<file path="config.mk">
export PLATFORM = sky130hd
export DESIGN_NAME = queue_controller_flat
export DESIGN_NICKNAME = d
export VERILOG_FILES = /design/src/rtl/queue_controller_pkg.sv /design/src/rtl/queue_controller_if.sv /design/src/rtl/queue_controller_edge_pulse.sv /design/src/rtl/queue_controller.sv /design/src/flat_wrapper.sv
export SDC_FILE = /design/constraint.sdc
export NUM_CORES = 1
export LEC_CHECK = 0
export ABC_CLOCK_PERIOD_IN_PS = 3500
export CORE_ASPECT_RATIO = 1.4
export CORE_MARGIN = 10
export CORE_UTILIZATION = 45
export DETAILED_ROUTE_END_ITERATION = 10
export PLACE_DENSITY = 0.76
export SLEW_MARGIN = 5
export SYNTH_ARGS = -nofsm -noshare
export SYNTH_HDL_FRONTEND = slang
export SYNTH_SLANG_ARGS = --single-unit
</file>
<file path="constraint.sdc">
create_clock -name CLK100MHZ -period 3.5 [get_ports CLK100MHZ]
set_clock_uncertainty 0.1 [all_clocks]
set_input_delay 0.35 -clock CLK100MHZ [delete_from_list [all_inputs] [get_ports CLK100MHZ]]
set_output_delay 0.35 -clock CLK100MHZ [all_outputs]
set_load 0.01 [all_outputs]
</file>
<file path="src/rtl/queue_controller_pkg.sv">
// Shared constants and slot arithmetic for circular queues built on a register file
// whose slot 0 is the hardwired-zero register.
package queue_controller_pkg;

    localparam int unsigned M_DEFAULT  = 3;
    localparam int unsigned DEPTH      = (1 << M_DEFAULT) - 1;
    localparam int unsigned FIRST_SLOT = 1;

    function automatic int unsigned queue_depth(input int unsigned m);
        return (1 << m) - 1;
    endfunction

    // Successor slot; wraps DEPTH back to FIRST_SLOT so slot 0 is never produced.
    function automatic int unsigned slot_next(input int unsigned a, input int unsigned depth);
        return (a >= depth) ? FIRST_SLOT : a + 1;
    endfunction

    // base + off over the ring 1..depth; valid for off < depth.
    function automatic int unsigned slot_add(input int unsigned base, input int unsigned off,
                                             input int unsigned depth);
        int unsigned s;
        s = base + off;
        return (s > depth) ? s - depth : s;
    endfunction

endpackage

</file>
<file path="src/rtl/queue_controller_if.sv">
// Register-file bus: one write port and two combinational read ports.
interface queue_controller_if #(
    parameter int unsigned M = 3,
    parameter int unsigned N = 4
);
    logic [M-1:0] Write_Address;
    logic [N-1:0] Write_Data;
    logic         Write_Enable;
    logic [M-1:0] Read_Address_0;
    logic [N-1:0] Read_Data_0;
    logic [M-1:0] Read_Address_1;
    logic [N-1:0] Read_Data_1;

    modport master (
        output Write_Address, Write_Data, Write_Enable, Read_Address_0, Read_Address_1,
        input  Read_Data_0, Read_Data_1
    );

    modport slave (
        input  Write_Address, Write_Data, Write_Enable, Read_Address_0, Read_Address_1,
        output Read_Data_0, Read_Data_1
    );
endinterface

</file>
<file path="src/rtl/queue_controller_edge_pulse.sv">
// Rising-edge detector; history resets to 1 so a level held through reset is not an edge.
module edge_pulse (
    input  logic clk,
    input  logic reset,
    input  logic level,
    output logic pulse
);
    logic prev;

    always_ff @(posedge clk or negedge reset) begin
        if (!reset) prev <= 1'b1;
        else        prev <= level;
    end

    assign pulse = level & ~prev;
endmodule

</file>
<file path="src/rtl/queue_controller.sv">
// Circular FIFO sequencer over a 2R/1W register file (slots 1..2^M-1), with a
// time-multiplexed scan of the occupied entries on read port 1.
module queue_controller
    import queue_controller_pkg::*;
#(
    parameter int unsigned M        = 3,
    parameter int unsigned N        = 4,
    parameter int unsigned SCAN_DIV = 100000
) (
    input  logic                CLK100MHZ,
    input  logic                reset,
    input  logic                Push,
    input  logic                Pop,
    input  logic [N-1:0]        Data_In,
    queue_controller_if.master  rf,
    output logic [N-1:0]        Out_Data,
    output logic                Pop_Valid,
    output logic [M-1:0]        Count,
    output logic                Full,
    output logic                Empty,
    output logic [N-1:0]        Scan_Data,
    output logic [M-1:0]        Scan_Index,
    output logic                Scan_Valid
);
    localparam int unsigned QD = queue_depth(M);
    localparam int unsigned CW = (SCAN_DIV > 1) ? $clog2(SCAN_DIV) : 1;
    localparam logic [M-1:0] QD_L   = M'(QD);
    localparam logic [M-1:0] FIRST  = M'(FIRST_SLOT);
    localparam logic [CW-1:0] SC_TC = CW'(SCAN_DIV - 1);

    logic [M-1:0]  head, tail, count, count_nx;
    logic [M-1:0]  head_nx, tail_nx;
    logic [CW-1:0] scan_cnt;
    logic          push_e, pop_e, do_push, do_pop;

    edge_pulse u_push_edge (.clk(CLK100MHZ), .reset(reset), .level(Push), .pulse(push_e));
    edge_pulse u_pop_edge  (.clk(CLK100MHZ), .reset(reset), .level(Pop),  .pulse(pop_e));

    assign Full  = (count == QD_L);
    assign Empty = (count == '0);
    assign Count = count;

    // Push on full is allowed only when a pop frees the same slot at the same edge.
    assign do_push = push_e & (~Full | pop_e);
    assign do_pop  = pop_e & ~Empty;

    assign head_nx = M'(slot_next(32'(head), QD));
    assign tail_nx = M'(slot_next(32'(tail), QD));

    assign rf.Write_Enable   = do_push;
    assign rf.Write_Address  = tail;
    assign rf.Write_Data     = Data_In;
    assign rf.Read_Address_0 = head;
    assign rf.Read_Address_1 = M'(slot_add(32'(head), 32'(Scan_Index), QD));

    assign Scan_Data  = rf.Read_Data_1;
    assign Scan_Valid = ~Empty;

    always_comb begin
        count_nx = count;
        case ({do_push, do_pop})
            2'b10:   count_nx = count + 1'b1;
            2'b01:   count_nx = count - 1'b1;
            default: count_nx = count;
        endcase
    end

    always_ff @(posedge CLK100MHZ or negedge reset) begin
        if (!reset) begin
            head      <= FIRST;
            tail      <= FIRST;
            count     <= '0;
            Out_Data  <= '0;
            Pop_Valid <= 1'b0;
        end else begin
            if (do_push) tail <= tail_nx;
            if (do_pop) begin
                head     <= head_nx;
                Out_Data <= rf.Read_Data_0;
            end
            Pop_Valid <= do_pop;
            count     <= count_nx;
        end
    end

    // Scan index is kept inside the new occupancy; a shrink past it restarts the scan.
    always_ff @(posedge CLK100MHZ or negedge reset) begin
        if (!reset) begin
            scan_cnt   <= '0;
            Scan_Index <= '0;
        end else if (count_nx == '0) begin
            Scan_Index <= '0;
            scan_cnt   <= (scan_cnt == SC_TC) ? '0 : scan_cnt + 1'b1;
        end else if ((count_nx != count) && (Scan_Index >= count_nx)) begin
            Scan_Index <= '0;
            scan_cnt   <= '0;
        end else if (scan_cnt == SC_TC) begin
            scan_cnt   <= '0;
            Scan_Index <= (({1'b0, Scan_Index} + 1'b1) >= {1'b0, count_nx}) ? '0
                                                                            : Scan_Index + 1'b1;
        end else begin
            scan_cnt <= scan_cnt + 1'b1;
        end
    end
endmodule

</file>
<file path="src/flat_wrapper.sv">
// flat-port wrapper written by rule: the top's interface ports become plain ports
module queue_controller_flat import queue_controller_pkg::*;
#(
    parameter int unsigned M        = 3,
    parameter int unsigned N        = 4,
    parameter int unsigned SCAN_DIV = 100000
)
  (CLK100MHZ, reset, Push, Pop, Data_In, Out_Data, Pop_Valid, Count, Full, Empty, Scan_Data, Scan_Index, Scan_Valid, rf_Write_Address, rf_Write_Data, rf_Write_Enable, rf_Read_Address_0, rf_Read_Address_1, rf_Read_Data_0, rf_Read_Data_1);
  queue_controller_if #(.M(M), .N(N)) rf_i ();
  input  logic CLK100MHZ;
  input  logic reset;
  input  logic Push;
  input  logic Pop;
  input  logic [N-1:0] Data_In;
  output logic [N-1:0] Out_Data;
  output logic Pop_Valid;
  output logic [M-1:0] Count;
  output logic Full;
  output logic Empty;
  output logic [N-1:0] Scan_Data;
  output logic [M-1:0] Scan_Index;
  output logic Scan_Valid;
  output wire logic [$bits(rf_i.Write_Address)-1:0] rf_Write_Address;
  output wire logic [$bits(rf_i.Write_Data)-1:0] rf_Write_Data;
  output wire logic [$bits(rf_i.Write_Enable)-1:0] rf_Write_Enable;
  output wire logic [$bits(rf_i.Read_Address_0)-1:0] rf_Read_Address_0;
  output wire logic [$bits(rf_i.Read_Address_1)-1:0] rf_Read_Address_1;
  input wire logic [$bits(rf_i.Read_Data_0)-1:0] rf_Read_Data_0;
  input wire logic [$bits(rf_i.Read_Data_1)-1:0] rf_Read_Data_1;
  assign rf_Write_Address = rf_i.Write_Address;
  assign rf_Write_Data = rf_i.Write_Data;
  assign rf_Write_Enable = rf_i.Write_Enable;
  assign rf_Read_Address_0 = rf_i.Read_Address_0;
  assign rf_Read_Address_1 = rf_i.Read_Address_1;
  assign rf_i.Read_Data_0 = rf_Read_Data_0;
  assign rf_i.Read_Data_1 = rf_Read_Data_1;
  queue_controller #(.M(M), .N(N), .SCAN_DIV(SCAN_DIV)) u_core (.CLK100MHZ(CLK100MHZ), .reset(reset), .Push(Push), .Pop(Pop), .Data_In(Data_In), .rf(rf_i), .Out_Data(Out_Data), .Pop_Valid(Pop_Valid), .Count(Count), .Full(Full), .Empty(Empty), .Scan_Data(Scan_Data), .Scan_Index(Scan_Index), .Scan_Valid(Scan_Valid));
endmodule
</file>
==> summary.md <==
| Metric | Value |
|---|---|
| Outcome | completed |
| Final WL | 4.91 mm |
| Worst setup EP type | register |
| Hold Vio Cnt, Final | 0 |
| Switching power total | 0.000983 W |
| Worst hold path class | reg2reg |
| First-pass iteration count of the detailed router | 4 |
| Cts bufs inserted | 5 |
| Commonest non-fill, non-tap cells in the layout | dfrtp_1, clkdlybuf4s50_1, buf_4, ha_1, nand2_1 |
| Hold path cells | 1 |
| Final worst path period need | 3.39 ns |
| Layout cell share with drive strength beyond 1 | 24.9% |
| Final GP Congestion | 0.874 |
| Sequential area share after synthesis | 42.6% |
| Area of the mapped netlist | 2130 sq um |
| Req. time, crit path | 3.61 ns |
| Reg-to-Reg Start | u_core.Count[2] |
| Nets@finish | 285 |
| Critical path type | reg2reg |
| Commonest non-fill, non-tap cell in the layout | dfrtp_1 |
| Initial Util | 46.5% |
| Placed Area | 2580 sq um |
| RR Endpoint | u_core.scan_cnt[8] |
| Main combinational cell family by area after synthesis | simple AND/OR/NAND/NOR gates |
| PortBufs | 31 |
| Post-CTS Hold Fix Bufs | 0 |
| Sequential share of power | 31.0% |
| Global Route Usage Sum | 12.3% |
| Root buf cell | clkbuf_8 |
| Clock group share of total power | 12.2% |
| Die area | 7920 sq um |
| End of the worst hold path | u_core.scan_cnt[0] |
| Worst-path cell chain | and3_1, a211o_1, ha_2, inv_1, fa_1, nor2b_1, or2_4, ha_1, a21o_1, o2111ai_2, a21oi_4, clkbuf_16, nor3_1 |
| Initial antenna violation count | 0 |
| Leak Pwr | 1.26 nW |
| I/O Pins | 48 |
| Max Root-Sink Buffers | 2 |
| Critical Path Max Stage Delay | 0.39 ns |
| Final hold slack | 0.372 ns |
| Area share of and/or/nand/nor cells after synthesis | 19.9% |
| Max-slew headroom | 69.9% |
| Vias per cell | 5.39 |
| Antenna-violating nets left | 0 |
| Ant. Diodes | 0 |
| Core Area | 4570 sq um |
| CP max-delay cell | fa_1 |
| TritonCTS clock tree | built |
| First-pass GRT wire length | 8.00 mm |
| Total Power | 0.00244 W |
| Post-Synth XOR/XNOR Area | 8.24% |
| Hpwl dp | 3.47 mm |
| Clock Latency Late Sink | 0.30 ns |
| Fin area | 2860 sq um |
| Synth-to-layout area growth | 34.5% |
| Hold Startpoint | u_core.scan_cnt[0] |
| Synth Area in Compound Gates | 8.94% |
| Cell Pwr Density | 853 nW/um^2 |
| H-tree Lvls | 2 |
| Critical path arrival | 3.50 ns |
| Num Clock Sinks | 36 |
| CP max FO | 8 |
| Sw frac | 40.2% |
| Clock transition at the registers of the reported paths | 0.08 ns |
| Die H | 101 um |
| Via count | 1698 |
| Vias in the first global route | 1727 |
| Actual slew at the worst max-slew pin | 0.451 ns |
| Max Transition Viols Final | 0 |
| Ys Warns | 0 |
| Post-Syn Area per Cell | 10.3 sq um |
| Die Width | 78.1 um |
| Row count | 29 |
| Setup_tns | 0 ns |
| Internal | 0.00146 W |
| WL/cell | 15.6 um |
| R2R cell count | 13 |
| Max Clock Freq | 295 MHz |
| Peak supply drop | 0.381 mV |
| CP startpoint kind | register |
| Setup Viol. Count Final | 0 |
| # DRC | 0 |
| Synth Area in Adders | 10.7% |
| Crit share post-route | 96.8% |
| Gate Count Post-Synth | 207 |
| Synth unique cells | 42 |
| Initial DRC Count | 107 |
| Synthesis-stage register bit count | 36 |
| GRT Residual Overflow | 0 |
| Syn Nets | 240 |
| Setup slack, reg-to-reg | 0.11 ns |
| Mux cell area share after synthesis | 3.71% |
| Largest net degree at the start of global routing | 37 |
| Comb pwr share | 56.7% |
| Max cap viols | 0 |
[power groups by stage]
stage | sequential, W | combinational, W | clock, W
detailed placement | 0.000761 | 0.00116 | 0
global placement | 0.000751 | 0.00111 | 0
CTS | 0.000752 | 0.00117 | 0.000305
global route | 0.000788 | 0.00152 | 0.000323
finish | 0.000758 | 0.00139 | 0.000298
floorplan | 0.000783 | 0.000632 | 0
[repair_timing]
action,4_1_cts,5_1_grt
pin swaps,0,10
resized for setup,1,24
buffers inserted,0,2
endpoints found under the setup margin,17,20
gates cloned,0,1
[layout make-up]
cell class / instances / area, sq um
Multi-Input combinational cell: 148 / 1270
Clock inverter: 3 / 18.8
Fill cell: 368 / 1710
Tap cell: 62 / 77.6
Timing Repair Buffer: 50 / 483
Inverter: 11 / 41.3
Sequential cell: 36 / 906
Clock buffer: 5 / 68.8
[flip-flops by register name, summed over array words and instances (netlist names)]
name / flops
u_core.scan_cnt: 17
u_core.Out_Data: 4
u_core.Count: 3
u_core.Scan_Index: 3
u_core.rf.Read_Address_0: 3
u_core.rf.Write_Address: 3
u_core.Pop_Valid: 1
u_core.u_pop_edge.prev: 1
u_core.u_push_edge.prev: 1
[synth_stat cells]
master     count  area share (%)
nand2_1       14             2.5
o21a_1         2            0.71
inv_1         11             1.9
nor3_1        17             4.0
o211ai_1       1            0.35
clkbuf_1       2            0.35
a211oi_1       1            0.35
nand4b_1       1            0.41
or2_2          1            0.29
nor2_1         6             1.1
a21o_1         2            0.71
buf_4          8             2.8
o211a_1        1            0.47
dfrtp_1       32              38
and4_1         2            0.82
nand3_1        8             1.9
ha_1          15             8.8
buf_6          1            0.53
nor2b_1        4             1.2
o21ai_0        5             1.2
dfstp_2        4             4.9
nand2b_1       4             1.2
nor3b_1        1            0.35
nand3b_1       1            0.35
mux2_2         7             3.7
and3_1         8             2.4
o221ai_1       1            0.41
xnor2_1       11             4.5
a21oi_1        4            0.94
nand4_1        5             1.5
o2111ai_1      2            0.82
a221oi_1       3             1.2
nor4_2         1            0.59
or3_1          1            0.29
xor2_1         9             3.7
and2_1         1            0.29
fa_1           2             1.9
a31oi_1        3            0.88
a211o_1        1            0.41
or4b_1         2            0.94
a21bo_2        1            0.47
buf_2          1            0.24
[critical path: cells and delay by family (launching register included)]
| family | cells | cell delay [ns] |
|---|---|---|
| buffers and inverters | 2 | 0.24 |
| AOI/OAI and AO/OA | 4 | 0.93 |
| and+or+nand+nor | 4 | 0.77 |
| adders and majority gates | 3 | 0.86 |
| DFF | 1 | 0.38 |
[metrics by stage]
step	setup WS (ns)	utilization [%]	std cells
after floorplan	0.0282	-	207
after global placement	-0.334	56.5	304
after detailed placement	-0.453	56.5	304
after CTS	0.00969	58.5	312
after global routing	-0.0410	62.6	315
final	0.111	62.6	315
[per-layer routing]
layer / up-vias / part of all wire [%] / GRT usage, %
met4: 0 / 2.2 / 6.36
met5: - / 0 / 0
met3: 8 / 5.4 / 4.26
li1: 828 / - / -
met2: 40 / 53 / 20.9
met1: 822 / 40 / 13.2
[kinds of logic after synthesis]
group           after synthesis
fa+ha+maj                    17
compound gates               27
mux                           7
xor+xnor                     20
buf+inv                      23
flops                        36
simple gates                 77
[how the worst max path moves through the flow]
stage / start / to / slack [ns] / cells after the start
floorplan: u_core.Count[2] / u_core.Scan_Index[0] / 0.03 / 13
global placement: Pop / u_core.scan_cnt[2] / -0.33 / 13
detailed placement: Pop / u_core.scan_cnt[3] / -0.45 / 13
CTS: Pop / u_core.Scan_Index[0] / 0.01 / 14
global route: u_core.Count[2] / u_core.scan_cnt[5] / -0.04 / 13
finish: u_core.Count[2] / u_core.scan_cnt[8] / 0.11 / 13
No activity file was read; power rests on OpenSTA's default activity.
